`config.mk`:
```
export PLATFORM = sky130hd
export DESIGN_NAME = mem_stage
export DESIGN_NICKNAME = d
export VERILOG_FILES = /design/src/rtl/mem_stage.sv
export SDC_FILE = /design/constraint.sdc
export NUM_CORES = 1
export LEC_CHECK = 0
export CORE_ASPECT_RATIO = 1.5
export CORE_MARGIN = 2
export CORE_UTILIZATION = 43
export DETAILED_ROUTE_END_ITERATION = 12
export PLACE_DENSITY_LB_ADDON = 0.05
export SLEW_MARGIN = 20
export SYNTH_ARGS = -nofsm -noshare
export SYNTH_HDL_FRONTEND = slang
export SYNTH_SLANG_ARGS = --single-unit
```
`constraint.sdc`:
```
create_clock -name clk -period 4 [get_ports clk]
set_clock_uncertainty 0.05 [all_clocks]
set_input_delay 1 -clock clk [delete_from_list [all_inputs] [get_ports clk]]
set_output_delay 1 -clock clk [all_outputs]
set_load 0.02 [all_outputs]
```
`src/rtl/mem_stage.sv`:
```
// Memory stage of the 5-stage pipeline: EX/MEM and MEM/WB registers, plus a
// request/ready handshake to data memory with misalignment and timeout faults.
module mem_stage #(
  parameter int WIDTH    = 32,
  parameter int MAX_WAIT = 15
) (
  input  logic             clk,
  input  logic             reset,
  input  logic             flushM,
  input  logic             RegWriteE,
  input  logic             MemtoRegE,
  input  logic             MemWriteE,
  input  logic [3:0]       RdE,
  input  logic [WIDTH-1:0] ALUResultE,
  input  logic [WIDTH-1:0] WriteDataE,
  input  logic             mem_ready,
  input  logic [WIDTH-1:0] mem_rdata,
  output logic             mem_req,
  output logic             mem_we,
  output logic [WIDTH-1:0] mem_addr,
  output logic [WIDTH-1:0] mem_wdata,
  output logic             stallM,
  output logic [WIDTH-1:0] ALUResultM,
  output logic [3:0]       RdM,
  output logic             RegWriteM,
  output logic             RegWriteW,
  output logic             MemtoRegW,
  output logic [3:0]       RdW,
  output logic [WIDTH-1:0] ALUOutW,
  output logic [WIDTH-1:0] ReadDataW,
  output logic             mem_fault
);

  typedef enum logic {IDLE, ACCESS} state_t;

  localparam logic [7:0] MaxWait = 8'(MAX_WAIT);

  state_t           state, nextState;
  logic [7:0]       waitCnt, nextCnt;
  logic             memtoRegM, memWriteM;
  logic [WIDTH-1:0] writeDataM;
  logic             memOp, misaligned, abortAcc, misFault;

  // EX/MEM register; a flush only zeroes the control bits, data rides along
  always_ff @(posedge clk or negedge reset) begin
    if (!reset) begin
      RegWriteM  <= 1'b0;
      memtoRegM  <= 1'b0;
      memWriteM  <= 1'b0;
      RdM        <= '0;
      ALUResultM <= '0;
      writeDataM <= '0;
    end else if (!stallM) begin
      RegWriteM  <= RegWriteE & ~flushM;
      memtoRegM  <= MemtoRegE & ~flushM;
      memWriteM  <= MemWriteE & ~flushM;
      RdM        <= RdE;
      ALUResultM <= ALUResultE;
      writeDataM <= WriteDataE;
    end
  end

  assign memOp      = memtoRegM | memWriteM;
  assign misaligned = (ALUResultM[1:0] != 2'b00);

  always_ff @(posedge clk or negedge reset) begin
    if (!reset) begin
      state   <= IDLE;
      waitCnt <= '0;
    end else begin
      state   <= nextState;
      waitCnt <= nextCnt;
    end
  end

  always_comb begin
    nextState = state;
    nextCnt   = waitCnt;
    case (state)
      IDLE: begin
        if (mem_req && !mem_ready) begin
          nextState = ACCESS;
          nextCnt   = 8'd1;
        end
      end
      ACCESS: begin
        if (mem_ready || abortAcc) begin
          nextState = IDLE;
          nextCnt   = '0;
        end else begin
          nextCnt = waitCnt + 8'd1;
        end
      end
    endcase
  end

  // Address and data need no extra capture: the stall freezes EX/MEM
  always_comb begin
    mem_req  = 1'b0;
    abortAcc = 1'b0;
    misFault = 1'b0;
    case (state)
      IDLE: begin
        mem_req  = memOp & ~misaligned;
        misFault = memOp & misaligned;
      end
      ACCESS: begin
        mem_req  = 1'b1;
        abortAcc = (waitCnt == MaxWait) & ~mem_ready;
      end
    endcase
  end

  assign mem_fault = abortAcc | misFault;
  assign stallM    = mem_req & ~mem_ready & ~abortAcc;
  assign mem_we    = memWriteM;
  assign mem_addr  = ALUResultM;
  assign mem_wdata = writeDataM;

  // MEM/WB register; a faulted instruction retires without writing back
  always_ff @(posedge clk or negedge reset) begin
    if (!reset) begin
      RegWriteW <= 1'b0;
      MemtoRegW <= 1'b0;
      RdW       <= '0;
      ALUOutW   <= '0;
      ReadDataW <= '0;
    end else if (stallM) begin
      RegWriteW <= 1'b0;
      MemtoRegW <= 1'b0;
    end else begin
      RegWriteW <= RegWriteM & ~mem_fault;
      MemtoRegW <= memtoRegM;
      RdW       <= RdM;
      ALUOutW   <= ALUResultM;
      if (memtoRegM && mem_req && mem_ready) ReadDataW <= mem_rdata;
    end
  end

endmodule

```
==> flow_summary_export.csv <==
group,metric,value,unit
outcome,status,"finished clean",
final_layout,area.growth.synth_to_final,56.00,%
place,numPlacedInstances,795,
floorplan,die_y,148.9,um
clock_network,clkTransAtPathRegs,0.06,ns
timing,period_needed,3.541,ns
grt,antenna_found_initial,0,
synthesis,yosys.area.top_type,"dfrtp_1",
clock_network,post-cts-setup-buffers,0,
clock_network,insertion_delay,0.41,ns
pwr,seqPwrFrac,37.9,%
setup_path,arrival,2.49,ns
synthesis,synth-seq-cells,150,
pwr,combPwrFrac,28.3,%
synthesis,syn-mean-instance-area,15.43,um^2
clock_network,root_buffer,"clkbuf_16",
synthesis,syn_inst,390,
place,dpl_cell_area,8753,um^2
pwr,powerDensity,542.6,nW/um^2
detailed_routing,vias,4035,
grt,grt_first_pass_wirelength,22780,um
final_layout,layout.nets,757,
grt,grt-ovfl-total,0,
floorplan,core,13860,um^2
synthesis,synthArstFlopShare,100.0,%
grt,grt_start_max_net_pins,89,
synthesis,netlist.area_leader.share,62.38,%
detailed_routing,vias_per_cell,4.891,
timing,hold_viol_final,0,
synthesis,yosysWarnings,0,
floorplan,die_area,14980,um^2
pwr,leakage,3.905,nW
detailed_routing,antenna_left,0,
pwr,switching_share,28.06,%
synthesis,synth_common_cells,"dfrtp_1 (150), mux2_2 (129), buf_4 (32)",
timing,grt_setup_unrepaired,"false",
detailed_routing,drt_iter0_drc,85,
synthesis,seq_area_frac_synth,62.38,%
timing,fmax,0.2824,GHz
place,dpl.hpwl,10950,um
flow_run,drv_cap,0,
setup_path,cp_cell_sequence,"clkdlybuf4s50_1 > nand2b_1 > o32ai_1 > clkdlybuf4s50_1",
timing,slew-limit-headroom,46.66,%
synthesis,synth_flop_cell,"dfrtp_1",
final_layout,final_area,9387,um^2
setup_path,crit_path_start_kind,"input pin",
setup_path,cpMostUsedCell,"clkdlybuf4s50_1",
pwr,clkPwrFrac,33.7,%
final_layout,finalNonFillerCells,825,
synthesis,syn-num-nets,498,
floorplan,rows,53,
synthesis,synth.distinct_cells,31,
pwr,internal_power,3.664,mW
detailed_routing,wl_per_cell,17.97,um
timing,slew_viol_final,0,
setup_path,path_class,"input pin to output port",
setup_path,cp_slowest_cell,"clkdlybuf4s50_1",
grt,grt_usage,20.06,%
clock_network,htree_levels,4,
place,portBuffers,281,
pwr,ir_drop,313.7,uV
clock_network,cts_buffers,17,
timing,finalSetupTns,0,ns
floorplan,ioPinCount,282,
clock_network,clockBufferDepth,2,
synthesis,syn-cell-area,6017,um^2
final_layout,diodes,0,
timing,post-route-period-util,88.54,%
setup_path,crit_fanout,5,
setup_path,endpoint_kind,"output port",
synthesis,synthTopCellsByArea,"dfrtp_1 (62%), mux2_2 (24%), buf_4 (4.0%), mux2_4 (2.5%), buf_2 (1.0%)",
setup_path,critPathBufInv,2,
floorplan,die_x,100.6,um
setup_path,cpPeakStageDelay,0.66,ns
timing,fin_hold_ws,0.4520,ns
synthesis,synth_edf_count,0,
detailed_routing,drc_errors,0,
timing,setup_violations,0,
clock_network,cts_tree,"yes",
grt,grt_pass1_vias,4306,
floorplan,start_util,43.41,%
setup_path,cp.required,2.95,ns
clock_network,ctsHoldBuffers,0,
setup_path,cpLargestDelayFamily,"buffers and inverters",
pwr,p_sw,1.429,mW
place,gp_congestion,0.8047,
detailed_routing,drt-total-wl,14830,um
hold_path,hold_class,"register to register",
clock_network,post_cts_resized,0,
clock_network,cts_num_sinks,150,
timing,worst_pin_slew,0.8001,ns
detailed_routing,firstDrtPassIters,4,
synthesis,yosysMostFrequentCell,"dfrtp_1",
final_layout,drive_gt1_share,26.82,%
[worst paths after layout]
path	slack (ns)	to	cells past startpoint	startpoint
max in group asynchronous	2.45	ALUOutW[24]$_DFFE_PN0N_	2	reset
min in group asynchronous	0.60	ALUResultM[21]$_DFFE_PN0N_	1	reset
min reg2reg	0.45	mem_wdata[25]$_DFFE_PN0N_	1	mem_wdata[25]$_DFFE_PN0N_
max	0.46	mem_fault	4	mem_ready
min	0.45	mem_wdata[25]$_DFFE_PN0N_	1	mem_wdata[25]$_DFFE_PN0N_
max reg2reg	1.57	ALUResultM[27]$_DFFE_PN0N_	6	waitCnt[0]$_DFFE_PN0P_
[stage by stage]
step | setup WS, ns | power (mW) | util (%)
6_report | 0.4585 | 5.093 | 67.73
5_1_grt | 0.3648 | 5.306 | 67.73
4_1_cts | 0.4651 | 5.163 | 67.73
3_5_place_dp | 0.4770 | 3.416 | 63.16
3_3_place_gp | 0.4760 | 3.385 | 63.16
2_1_floorplan | 1.364 | 2.651 | -
[cell families (layout without fill, tap and decap cells)]
kind of cell             count (synthesis)  after routing  synth area share (%)
flip-flops                             150            150                 62.38
AND/OR/NAND/NOR                         30             30                 2.724
buffers and inverters                   49            319                 5.677
AO/OA/AOI/OAI                           16             16                 1.601
adder cells (fa/ha/maj)                  1              1                0.2079
XOR/XNOR                                 3              3                0.4368
multiplexers                           141            141                 26.97
[layout by cell type, fill, tap and decap left out, drive strengths merged, types with 2 or more instances in the layout]
cell type      Yosys  final
and3               3      3
bufinv             0      5
nor2               3      3
inv                2      3
mux2             139    139
nor2b              5      5
xnor2              2      2
dfrtp            150    150
mux2i              2      2
clkdlybuf4s50      0    280
buf               47      7
o21ai              6      6
clkbuf             0     18
clkinv             0      3
nand2              7      7
clkinvlp           0      3
a21oi              4      4
nand3              5      5
[layout make-up]
cell class	instances	area (um^2)
clock inverter	12	203.9
multi-input combinational	191	1927
tap	165	206.4
clock buffer	18	429.2
sequential	150	3754
inverter	2	7.507
fill	1065	4473
timing repair buffer	287	2859
[layer usage]
| layer | routed length (um) | vias up | track usage [%] |
|---|---|---|---|
| li1 | - | 1841 | - |
| met1 | 5350 | 1998 | 21.83 |
| met2 | 8189 | 176 | 36.57 |
| met3 | 1034 | 20 | 6.326 |
| met4 | 254 | 0 | 6.301 |
| met5 | 0 | - | 0 |
[power groups by stage]
stage | Clock [mW] | Sequential [mW] | Combinational [mW]
5_1_grt | 1.82 | 1.97 | 1.52
3_3_place_gp | 0 | 1.94 | 1.44
4_1_cts | 1.76 | 1.93 | 1.47
6_report | 1.72 | 1.93 | 1.44
3_5_place_dp | 0 | 1.96 | 1.46
2_1_floorplan | 0 | 2.25 | 0.400
[state kept, by name, indices dropped and copies added (netlist names), 4 cells and up]
register,count
RdM,4
ALUResultM,32
RdW,4
ALUOutW,32
waitCnt,8
ReadDataW,32
mem_wdata,32
(Power assumes the default switching activity.)
